File: config.mk
export PLATFORM = sky130hd
export DESIGN_NAME = wci_axi_target_adapter_flat
export DESIGN_NICKNAME = d
export VERILOG_FILES = /design/src/rtl/wci_axi_target_adapter_if.sv /design/src/rtl/wci_axi_target_adapter.sv /design/src/flat_wrapper.sv
export SDC_FILE = /design/constraint.sdc
export NUM_CORES = 1
export LEC_CHECK = 0
export ABC_AREA = 1
export BUFFER_PORTS_ARGS = -buffer_cell sky130_fd_sc_hd__buf_2
export CORE_MARGIN = 2
export CORE_UTILIZATION = 54
export CTS_BUF_LIST = sky130_fd_sc_hd__clkbuf_4 sky130_fd_sc_hd__clkbuf_8
export DETAILED_ROUTE_END_ITERATION = 12
export GPL_TIMING_DRIVEN = 0
export PLACE_DENSITY = 0.78
export SYNTH_ARGS = -nofsm -noshare
export SYNTH_HDL_FRONTEND = slang
export SYNTH_SLANG_ARGS = --single-unit
File: constraint.sdc
create_clock -name wciS0_ACLK -period 2.4 [get_ports wciS0_ACLK]
set_clock_uncertainty 0.05 [all_clocks]
set_input_delay 0.48 -clock wciS0_ACLK [delete_from_list [all_inputs] [get_ports wciS0_ACLK]]
set_output_delay 0.48 -clock wciS0_ACLK [all_outputs]
set_load 0.01 [all_outputs]
File: src/rtl/wci_axi_target_adapter_if.sv
// AXI4-Lite channel bundle between the WCI::AXI initiator (master) and the
// WCI0 target adapter (slave).
interface wci_axi_target_adapter_if #(
    parameter int ADDR_W = 32
);
    logic              AWVALID;
    logic              AWREADY;
    logic [ADDR_W-1:0] AWADDR;
    logic [2:0]        AWPROT;
    logic              WVALID;
    logic              WREADY;
    logic [31:0]       WDATA;
    logic [3:0]        WSTRB;
    logic              BVALID;
    logic              BREADY;
    logic [1:0]        BRESP;
    logic              ARVALID;
    logic              ARREADY;
    logic [ADDR_W-1:0] ARADDR;
    logic [2:0]        ARPROT;
    logic              RVALID;
    logic              RREADY;
    logic [31:0]       RDATA;
    logic [1:0]        RRESP;

    modport master (
        output AWVALID, AWADDR, AWPROT, WVALID, WDATA, WSTRB, BREADY,
               ARVALID, ARADDR, ARPROT, RREADY,
        input  AWREADY, WREADY, BVALID, BRESP, ARREADY, RVALID, RDATA, RRESP
    );

    modport slave (
        input  AWVALID, AWADDR, AWPROT, WVALID, WDATA, WSTRB, BREADY,
               ARVALID, ARADDR, ARPROT, RREADY,
        output AWREADY, WREADY, BVALID, BRESP, ARREADY, RVALID, RDATA, RRESP
    );
endinterface

File: src/rtl/wci_axi_target_adapter.sv
// AXI4-Lite slave for the WCI0 link: serializes writes/reads onto a
// single-outstanding worker register port, with a watchdog forcing completion.
module wci_axi_target_adapter #(
    parameter int          ADDR_W   = 32,
    parameter int          TIMEOUT  = 1024,
    parameter logic [31:0] TO_RDATA = 32'hC0DE_7170
) (
    input  logic                 wciS0_ACLK,
    input  logic                 wciS0_ARESETn,
    wci_axi_target_adapter_if.slave wciS0,
    output logic                 req_valid,
    input  logic                 req_ready,
    output logic                 req_write,
    output logic [ADDR_W-1:0]    req_addr,
    output logic [31:0]          req_wdata,
    output logic [3:0]           req_be,
    input  logic                 rsp_valid,
    input  logic [31:0]          rsp_data,
    input  logic                 rsp_err,
    output logic                 req_abort,
    output logic [7:0]           timeout_count
);

    typedef enum logic [1:0] {ST_IDLE, ST_REQ, ST_WAIT, ST_RESP} state_t;

    localparam logic [15:0] TO_LAST = 16'(TIMEOUT - 1);

    state_t            state_q, state_d;
    logic              aw_h_q, aw_h_d, w_h_q, w_h_d, ar_h_q, ar_h_d;
    logic [ADDR_W-1:0] aw_addr_q, aw_addr_d, ar_addr_q, ar_addr_d;
    logic [31:0]       w_data_q, w_data_d;
    logic [3:0]        w_strb_q, w_strb_d;
    logic              last_wr_q, last_wr_d, cur_wr_q, cur_wr_d;
    logic [ADDR_W-1:0] req_addr_q, req_addr_d;
    logic [31:0]       req_wdata_q, req_wdata_d;
    logic [3:0]        req_be_q, req_be_d;
    logic [15:0]       cnt_q, cnt_d;
    logic [1:0]        resp_q, resp_d;
    logic [31:0]       rdata_q, rdata_d;
    logic              abort_q, abort_d;
    logic [7:0]        to_cnt_q, to_cnt_d;
    logic              to_hit, wr_ok, rd_ok;

    always_ff @(posedge wciS0_ACLK or negedge wciS0_ARESETn) begin
        if (!wciS0_ARESETn) begin
            state_q     <= ST_IDLE;
            aw_h_q      <= 1'b0;
            w_h_q       <= 1'b0;
            ar_h_q      <= 1'b0;
            aw_addr_q   <= '0;
            ar_addr_q   <= '0;
            w_data_q    <= '0;
            w_strb_q    <= '0;
            last_wr_q   <= 1'b0;
            cur_wr_q    <= 1'b0;
            req_addr_q  <= '0;
            req_wdata_q <= '0;
            req_be_q    <= '0;
            cnt_q       <= '0;
            resp_q      <= '0;
            rdata_q     <= '0;
            abort_q     <= 1'b0;
            to_cnt_q    <= '0;
        end else begin
            state_q     <= state_d;
            aw_h_q      <= aw_h_d;
            w_h_q       <= w_h_d;
            ar_h_q      <= ar_h_d;
            aw_addr_q   <= aw_addr_d;
            ar_addr_q   <= ar_addr_d;
            w_data_q    <= w_data_d;
            w_strb_q    <= w_strb_d;
            last_wr_q   <= last_wr_d;
            cur_wr_q    <= cur_wr_d;
            req_addr_q  <= req_addr_d;
            req_wdata_q <= req_wdata_d;
            req_be_q    <= req_be_d;
            cnt_q       <= cnt_d;
            resp_q      <= resp_d;
            rdata_q     <= rdata_d;
            abort_q     <= abort_d;
            to_cnt_q    <= to_cnt_d;
        end
    end

    always_comb begin
        state_d     = state_q;
        aw_h_d      = aw_h_q;
        w_h_d       = w_h_q;
        ar_h_d      = ar_h_q;
        aw_addr_d   = aw_addr_q;
        ar_addr_d   = ar_addr_q;
        w_data_d    = w_data_q;
        w_strb_d    = w_strb_q;
        last_wr_d   = last_wr_q;
        cur_wr_d    = cur_wr_q;
        req_addr_d  = req_addr_q;
        req_wdata_d = req_wdata_q;
        req_be_d    = req_be_q;
        cnt_d       = cnt_q;
        resp_d      = resp_q;
        rdata_d     = rdata_q;
        abort_d     = 1'b0;
        to_cnt_d    = to_cnt_q;
        to_hit      = 1'b0;
        wr_ok       = aw_h_q && w_h_q;
        rd_ok       = ar_h_q;

        // Capture and launch-clear never collide: a holding register only
        // accepts a beat while empty and is only launched while full.
        if (wciS0.AWVALID && !aw_h_q) begin
            aw_h_d    = 1'b1;
            aw_addr_d = wciS0.AWADDR;
        end
        if (wciS0.WVALID && !w_h_q) begin
            w_h_d    = 1'b1;
            w_data_d = wciS0.WDATA;
            w_strb_d = wciS0.WSTRB;
        end
        if (wciS0.ARVALID && !ar_h_q) begin
            ar_h_d    = 1'b1;
            ar_addr_d = wciS0.ARADDR;
        end

        unique case (state_q)
            ST_IDLE: begin
                if (wr_ok && (!rd_ok || !last_wr_q)) begin
                    cur_wr_d    = 1'b1;
                    last_wr_d   = 1'b1;
                    req_addr_d  = aw_addr_q;
                    req_wdata_d = w_data_q;
                    req_be_d    = w_strb_q;
                    aw_h_d      = 1'b0;
                    w_h_d       = 1'b0;
                    cnt_d       = '0;
                    state_d     = ST_REQ;
                end else if (rd_ok) begin
                    cur_wr_d    = 1'b0;
                    last_wr_d   = 1'b0;
                    req_addr_d  = ar_addr_q;
                    req_wdata_d = '0;
                    req_be_d    = 4'hF;
                    ar_h_d      = 1'b0;
                    cnt_d       = '0;
                    state_d     = ST_REQ;
                end
            end
            ST_REQ: begin
                cnt_d = cnt_q + 16'd1;
                if (cnt_q == TO_LAST) begin
                    to_hit = 1'b1;
                end else if (req_ready) begin
                    state_d = ST_WAIT;
                end
            end
            ST_WAIT: begin
                cnt_d = cnt_q + 16'd1;
                if (rsp_valid) begin
                    resp_d  = rsp_err ? 2'b10 : 2'b00;
                    if (!cur_wr_q) rdata_d = rsp_data;
                    state_d = ST_RESP;
                end else if (cnt_q == TO_LAST) begin
                    to_hit = 1'b1;
                end
            end
            ST_RESP: begin
                if (cur_wr_q ? wciS0.BREADY : wciS0.RREADY) state_d = ST_IDLE;
            end
            default: state_d = ST_IDLE;
        endcase

        if (to_hit) begin
            abort_d  = 1'b1;
            resp_d   = 2'b10;
            if (!cur_wr_q) rdata_d = TO_RDATA;
            to_cnt_d = (to_cnt_q == 8'hFF) ? 8'hFF : to_cnt_q + 8'd1;
            state_d  = ST_RESP;
        end
    end

    assign wciS0.AWREADY = !aw_h_q;
    assign wciS0.WREADY  = !w_h_q;
    assign wciS0.ARREADY = !ar_h_q;
    assign wciS0.BVALID  = (state_q == ST_RESP) && cur_wr_q;
    assign wciS0.RVALID  = (state_q == ST_RESP) && !cur_wr_q;
    assign wciS0.BRESP   = resp_q;
    assign wciS0.RRESP   = resp_q;
    assign wciS0.RDATA   = rdata_q;

    assign req_valid     = (state_q == ST_REQ);
    assign req_write     = cur_wr_q;
    assign req_addr      = req_addr_q;
    assign req_wdata     = req_wdata_q;
    assign req_be        = req_be_q;
    assign req_abort     = abort_q;
    assign timeout_count = to_cnt_q;

endmodule
File: src/flat_wrapper.sv
// flat-port wrapper written by rule: the top's interface ports become plain ports
module wci_axi_target_adapter_flat 
#(
    parameter int          ADDR_W   = 32,
    parameter int          TIMEOUT  = 1024,
    parameter logic [31:0] TO_RDATA = 32'hC0DE_7170
)
  (wciS0_ACLK, wciS0_ARESETn, req_valid, req_ready, req_write, req_addr, req_wdata, req_be, rsp_valid, rsp_data, rsp_err, req_abort, timeout_count, wciS0_AWVALID, wciS0_AWADDR, wciS0_AWPROT, wciS0_WVALID, wciS0_WDATA, wciS0_WSTRB, wciS0_BREADY, wciS0_ARVALID, wciS0_ARADDR, wciS0_ARPROT, wciS0_RREADY, wciS0_AWREADY, wciS0_WREADY, wciS0_BVALID, wciS0_BRESP, wciS0_ARREADY, wciS0_RVALID, wciS0_RDATA, wciS0_RRESP);
  wci_axi_target_adapter_if #(.ADDR_W(ADDR_W)) wciS0_i ();
  input  logic wciS0_ACLK;
  input  logic wciS0_ARESETn;
  output logic req_valid;
  input  logic req_ready;
  output logic req_write;
  output logic [ADDR_W-1:0] req_addr;
  output logic [31:0] req_wdata;
  output logic [3:0] req_be;
  input  logic rsp_valid;
  input  logic [31:0] rsp_data;
  input  logic rsp_err;
  output logic req_abort;
  output logic [7:0] timeout_count;
  input wire logic [$bits(wciS0_i.AWVALID)-1:0] wciS0_AWVALID;
  input wire logic [$bits(wciS0_i.AWADDR)-1:0] wciS0_AWADDR;
  input wire logic [$bits(wciS0_i.AWPROT)-1:0] wciS0_AWPROT;
  input wire logic [$bits(wciS0_i.WVALID)-1:0] wciS0_WVALID;
  input wire logic [$bits(wciS0_i.WDATA)-1:0] wciS0_WDATA;
  input wire logic [$bits(wciS0_i.WSTRB)-1:0] wciS0_WSTRB;
  input wire logic [$bits(wciS0_i.BREADY)-1:0] wciS0_BREADY;
  input wire logic [$bits(wciS0_i.ARVALID)-1:0] wciS0_ARVALID;
  input wire logic [$bits(wciS0_i.ARADDR)-1:0] wciS0_ARADDR;
  input wire logic [$bits(wciS0_i.ARPROT)-1:0] wciS0_ARPROT;
  input wire logic [$bits(wciS0_i.RREADY)-1:0] wciS0_RREADY;
  output wire logic [$bits(wciS0_i.AWREADY)-1:0] wciS0_AWREADY;
  output wire logic [$bits(wciS0_i.WREADY)-1:0] wciS0_WREADY;
  output wire logic [$bits(wciS0_i.BVALID)-1:0] wciS0_BVALID;
  output wire logic [$bits(wciS0_i.BRESP)-1:0] wciS0_BRESP;
  output wire logic [$bits(wciS0_i.ARREADY)-1:0] wciS0_ARREADY;
  output wire logic [$bits(wciS0_i.RVALID)-1:0] wciS0_RVALID;
  output wire logic [$bits(wciS0_i.RDATA)-1:0] wciS0_RDATA;
  output wire logic [$bits(wciS0_i.RRESP)-1:0] wciS0_RRESP;
  assign wciS0_i.AWVALID = wciS0_AWVALID;
  assign wciS0_i.AWADDR = wciS0_AWADDR;
  assign wciS0_i.AWPROT = wciS0_AWPROT;
  assign wciS0_i.WVALID = wciS0_WVALID;
  assign wciS0_i.WDATA = wciS0_WDATA;
  assign wciS0_i.WSTRB = wciS0_WSTRB;
  assign wciS0_i.BREADY = wciS0_BREADY;
  assign wciS0_i.ARVALID = wciS0_ARVALID;
  assign wciS0_i.ARADDR = wciS0_ARADDR;
  assign wciS0_i.ARPROT = wciS0_ARPROT;
  assign wciS0_i.RREADY = wciS0_RREADY;
  assign wciS0_AWREADY = wciS0_i.AWREADY;
  assign wciS0_WREADY = wciS0_i.WREADY;
  assign wciS0_BVALID = wciS0_i.BVALID;
  assign wciS0_BRESP = wciS0_i.BRESP;
  assign wciS0_ARREADY = wciS0_i.ARREADY;
  assign wciS0_RVALID = wciS0_i.RVALID;
  assign wciS0_RDATA = wciS0_i.RDATA;
  assign wciS0_RRESP = wciS0_i.RRESP;
  wci_axi_target_adapter #(.ADDR_W(ADDR_W), .TIMEOUT(TIMEOUT), .TO_RDATA(TO_RDATA)) u_core (.wciS0_ACLK(wciS0_ACLK), .wciS0_ARESETn(wciS0_ARESETn), .wciS0(wciS0_i), .req_valid(req_valid), .req_ready(req_ready), .req_write(req_write), .req_addr(req_addr), .req_wdata(req_wdata), .req_be(req_be), .rsp_valid(rsp_valid), .rsp_data(rsp_data), .rsp_err(rsp_err), .req_abort(req_abort), .timeout_count(timeout_count));
endmodule
==> results.ini <==
[synth]
seq_area_frac_synth_pct = 59.6
syn_area_um2 = 9750
synth_xor_area_share_pct = 0.180
syn_inst = 930
postSynthAreaPerCell_um2 = 10.5
ys_ff_latch = 232
synth_cell_types = 35
synthAdderAreaFrac_pct = 1.03
synth-compound-area-share_pct = 6.38
ys_warn_count = 0
synth-simple-area-share_pct = 16.1
synth_top_family_by_area = simple AND/OR/NAND/NOR gates
synth_mux_area_share_pct = 11.4

[die]
die_h_um = 138
rows = 49
start_util_pct = 54.6
dieArea_um2 = 19100
core_area_um2 = 17800
dieWidth_um = 138
io_pins = 268

[clock_network]
cts_sinks = 232
clock_path_buffers = 3
cts_max_level = 2
root_buffer = clkbuf_8
clkTransAtPathRegs_ns = 0.06
clock_latency_ns = 0.52
cts_tree = done
cts_buffers = 40

[detailed_routing]
first_pass_iters = 7
avgViaCountPerCell = 5.20
dr_total_vias = 7748
drt_iter0_markers = 343
ant_nets = 0
detail_route.wl_per_cell_um = 16.1
drt_wl_total_um = 24000
drc = 0

[critical_path]
critPathBufInv = 4
critPathCapture = u_core.req_wdata[8]$_DFFE_PN0P_
r2r_start = u_core.state_q[0]$_DFFE_PN0P_
start_kind = flip-flop
cpMaxStageDelayCell = dfrtp_1
critical_path.endpoint_type = flip-flop
path_cells = inv_1 -> ha_1 -> inv_1 -> a21oi_1 -> buf_2 -> clkbuf_1 -> o21ai_0
crit_family = buffers and inverters
path_class = reg2reg
cp_num_cells = 7
crit_arrival_ns = 2.47
ff2ff_setup_slack_ns = 0.26
max_stage_delay_ns = 0.43
r2r_end = u_core.req_wdata[8]$_DFFE_PN0P_
crit_fanout = 10
critPathRequiredTime_ns = 2.73
crit_top_cell = inv_1
ff2ff_path_depth = 7
cp-startpoint = u_core.state_q[0]$_DFFE_PN0P_

[timing]
rsz0062_at_grt = false
period_share_pct = 89.1
hold_violations = 0
setup_slack_ns = 0.262
slew_headroom_pct = 44.8
worst_pin_slew_ns = 0.829
fmax_ghz = 0.468
finalSetupViolCount = 0
report.final.slew_viol_count = 0
period_needed_ns = 2.14

[global_routing]
grt_pass1_wl_um = 39100
antenna_found_initial = 1
grt_max_degree = 126
grt_usage_pct = 25.0
grt_pass1_vias = 7895
grt_overflow = 0

[cells_and_area]
final_area_um2 = 12200
syn_to_final_growth_pct = 25.3
instances_no_fill = 1490
num-nets-final = 1389
antenna_cells = 0
drive_gt1_share_pct = 38.8
utilization_pct = 68.5

[placed_design]
numPortBuffers = 258
gp_congestion = 0.861
dp_hpwl_um = 17000
preCtsSetupSlack_ns = 0.0700
placed_area_um2 = 11400
dp.cells = 1419

[run]
cap_viol_max_count = 0

[power_and_ir_drop]
leakagePower_uw = 0.00612
ir_worst_vdd_mv = 0.839
power_density_nw_per_um2 = 1320

[worst_hold_path]
hold_class = in2reg

[status]
status = finished clean

## synth_stat cells (all sizes together)
library cell	count	area share, %
or2	1	0.064
a21oi	30	1.6
buf	30	1.7
conb	1	0.038
nand2	201	7.8
o22ai	2	0.13
nor3b	1	0.077
a31o	1	0.090
ha	8	1.0
clkinv	1	0.038
nand3b	1	0.077
clkbuf	20	0.77
o21ai	44	2.3
inv	71	2.8
nand4	38	2.4
nor2	77	3.3
mux2	99	11
dfrtp	232	60
o22a	3	0.27
nor3	5	0.26
nand3	30	2.1
a31oi	32	2.1
xor2	2	0.18
## cell families (layout without fill, tap and decap cells)
kind of cell,count (synthesis),in the layout
flip-flops,232,232
adder cells (fa/ha/maj),8,8
AO/OA/AOI/OAI,112,112
XOR/XNOR,2,2
multiplexers,99,99
other,1,2
buffers and inverters,122,452
AND/OR/NAND/NOR,354,354
## repair_timing
action / CTS / global route
hold endpoints to repair: 35 / 0
setup endpoints to repair: 0 / 26
gates resized for setup: 0 / 4
hold buffers: 1 / 0
buffers inserted: 0 / 0
## metrics by stage
stage               TNS [ns]  power [uW]  hold slack, ns
global placement     -756.34       12200           0.404
detailed placement         0       12500           0.411
floorplan                  0       10300           0.134
CTS                        0       16200           0.108
finish                     0       16100           0.132
global route               0       17300           0.110
## cell usage in the layout, fill, tap and decap left out, types with 2 or more instances in the layout
master / Yosys / final
inv_2: 7 / 7
nand3_2: 10 / 10
o22a_1: 3 / 3
clkinv_2: 0 / 2
mux2_2: 99 / 99
buf_4: 5 / 5
dfrtp_1: 232 / 232
buf_2: 21 / 278
nand2_1: 197 / 197
inv_1: 62 / 62
nand3_1: 20 / 20
clkinvlp_4: 0 / 2
o22ai_1: 2 / 2
nand4_1: 38 / 38
o21ai_0: 43 / 43
clkbuf_4: 0 / 16
clkbuf_1: 20 / 19
a21oi_1: 29 / 29
nand2_2: 4 / 4
clkbuf_2: 0 / 3
inv_4: 2 / 2
conb_1: 1 / 2
xor2_1: 2 / 2
nor3_1: 5 / 5
ha_1: 8 / 8
clkbuf_8: 0 / 50
a31oi_1: 32 / 32
nor2_1: 72 / 72
nor2_2: 3 / 3
## area by class of cell
type	count	area, um^2
inverters	72	275
multi-input cells	577	3430
repair buffers	260	1340
well taps	229	287
fillers	1382	5630
clock inverters	4	25.0
clock buffers	66	808
plain buffers	50	244
flip-flops and latches	232	5810
## power by group
| part | total [uW] | internal (uW) | switching, uW |
|---|---|---|---|
| Combinational | 5920 | 2480 | 3440 |
| Clock | 3650 | 2120 | 1530 |
| Sequential | 6510 | 5630 | 879 |
| Total | 16100 | 10200 | 5850 |
## worst min path at each step
stage	end	slack (ns)	startpoint	cells past startpoint
final	u_core.w_data_q[21]$_DFFE_PN0P_	0.13	wciS0_WDATA[21]	2
after detailed placement	u_core.req_wdata[15]$_DFFE_PN0P_	0.41	u_core.w_data_q[15]$_DFFE_PN0P_	2
after floorplan	u_core.ar_addr_q[0]$_DFFE_PN0P_	0.13	wciS0_ARESETn	0
after global placement	u_core.req_wdata[8]$_DFFE_PN0P_	0.40	u_core.w_data_q[8]$_DFFE_PN0P_	2
after global routing	u_core.w_data_q[29]$_DFFE_PN0P_	0.11	wciS0_WDATA[29]	2
after CTS	u_core.w_data_q[21]$_DFFE_PN0P_	0.11	wciS0_WDATA[21]	2
## routing by layer
metal	up-vias	part of all wire, %	GRT usage (%)
met2	271	48	41.2
met4	2	2.7	8.65
met3	49	8.2	7.55
li1	3707	-	-
met1	3719	41	31.6
met5	-	0.046	0
## state kept, by name, summed over array words and instances (netlist names)
name	count
u_core.aw_addr_q	32
u_core.last_wr_q	1
u_core.w_data_q	32
u_core.state_q	2
u_core.req_addr	32
u_core.req_be	4
u_core.aw_h_q	1
u_core.cnt_q	16
u_core.w_strb_q	4
u_core.wciS0.BRESP	1
u_core.ar_h_q	1
u_core.ar_addr_q	32
u_core.req_wdata	32
u_core.wciS0.RDATA	32
u_core.req_abort	1
u_core.w_h_q	1
u_core.timeout_count	8
No activity file was read; power rests on OpenSTA's default activity.
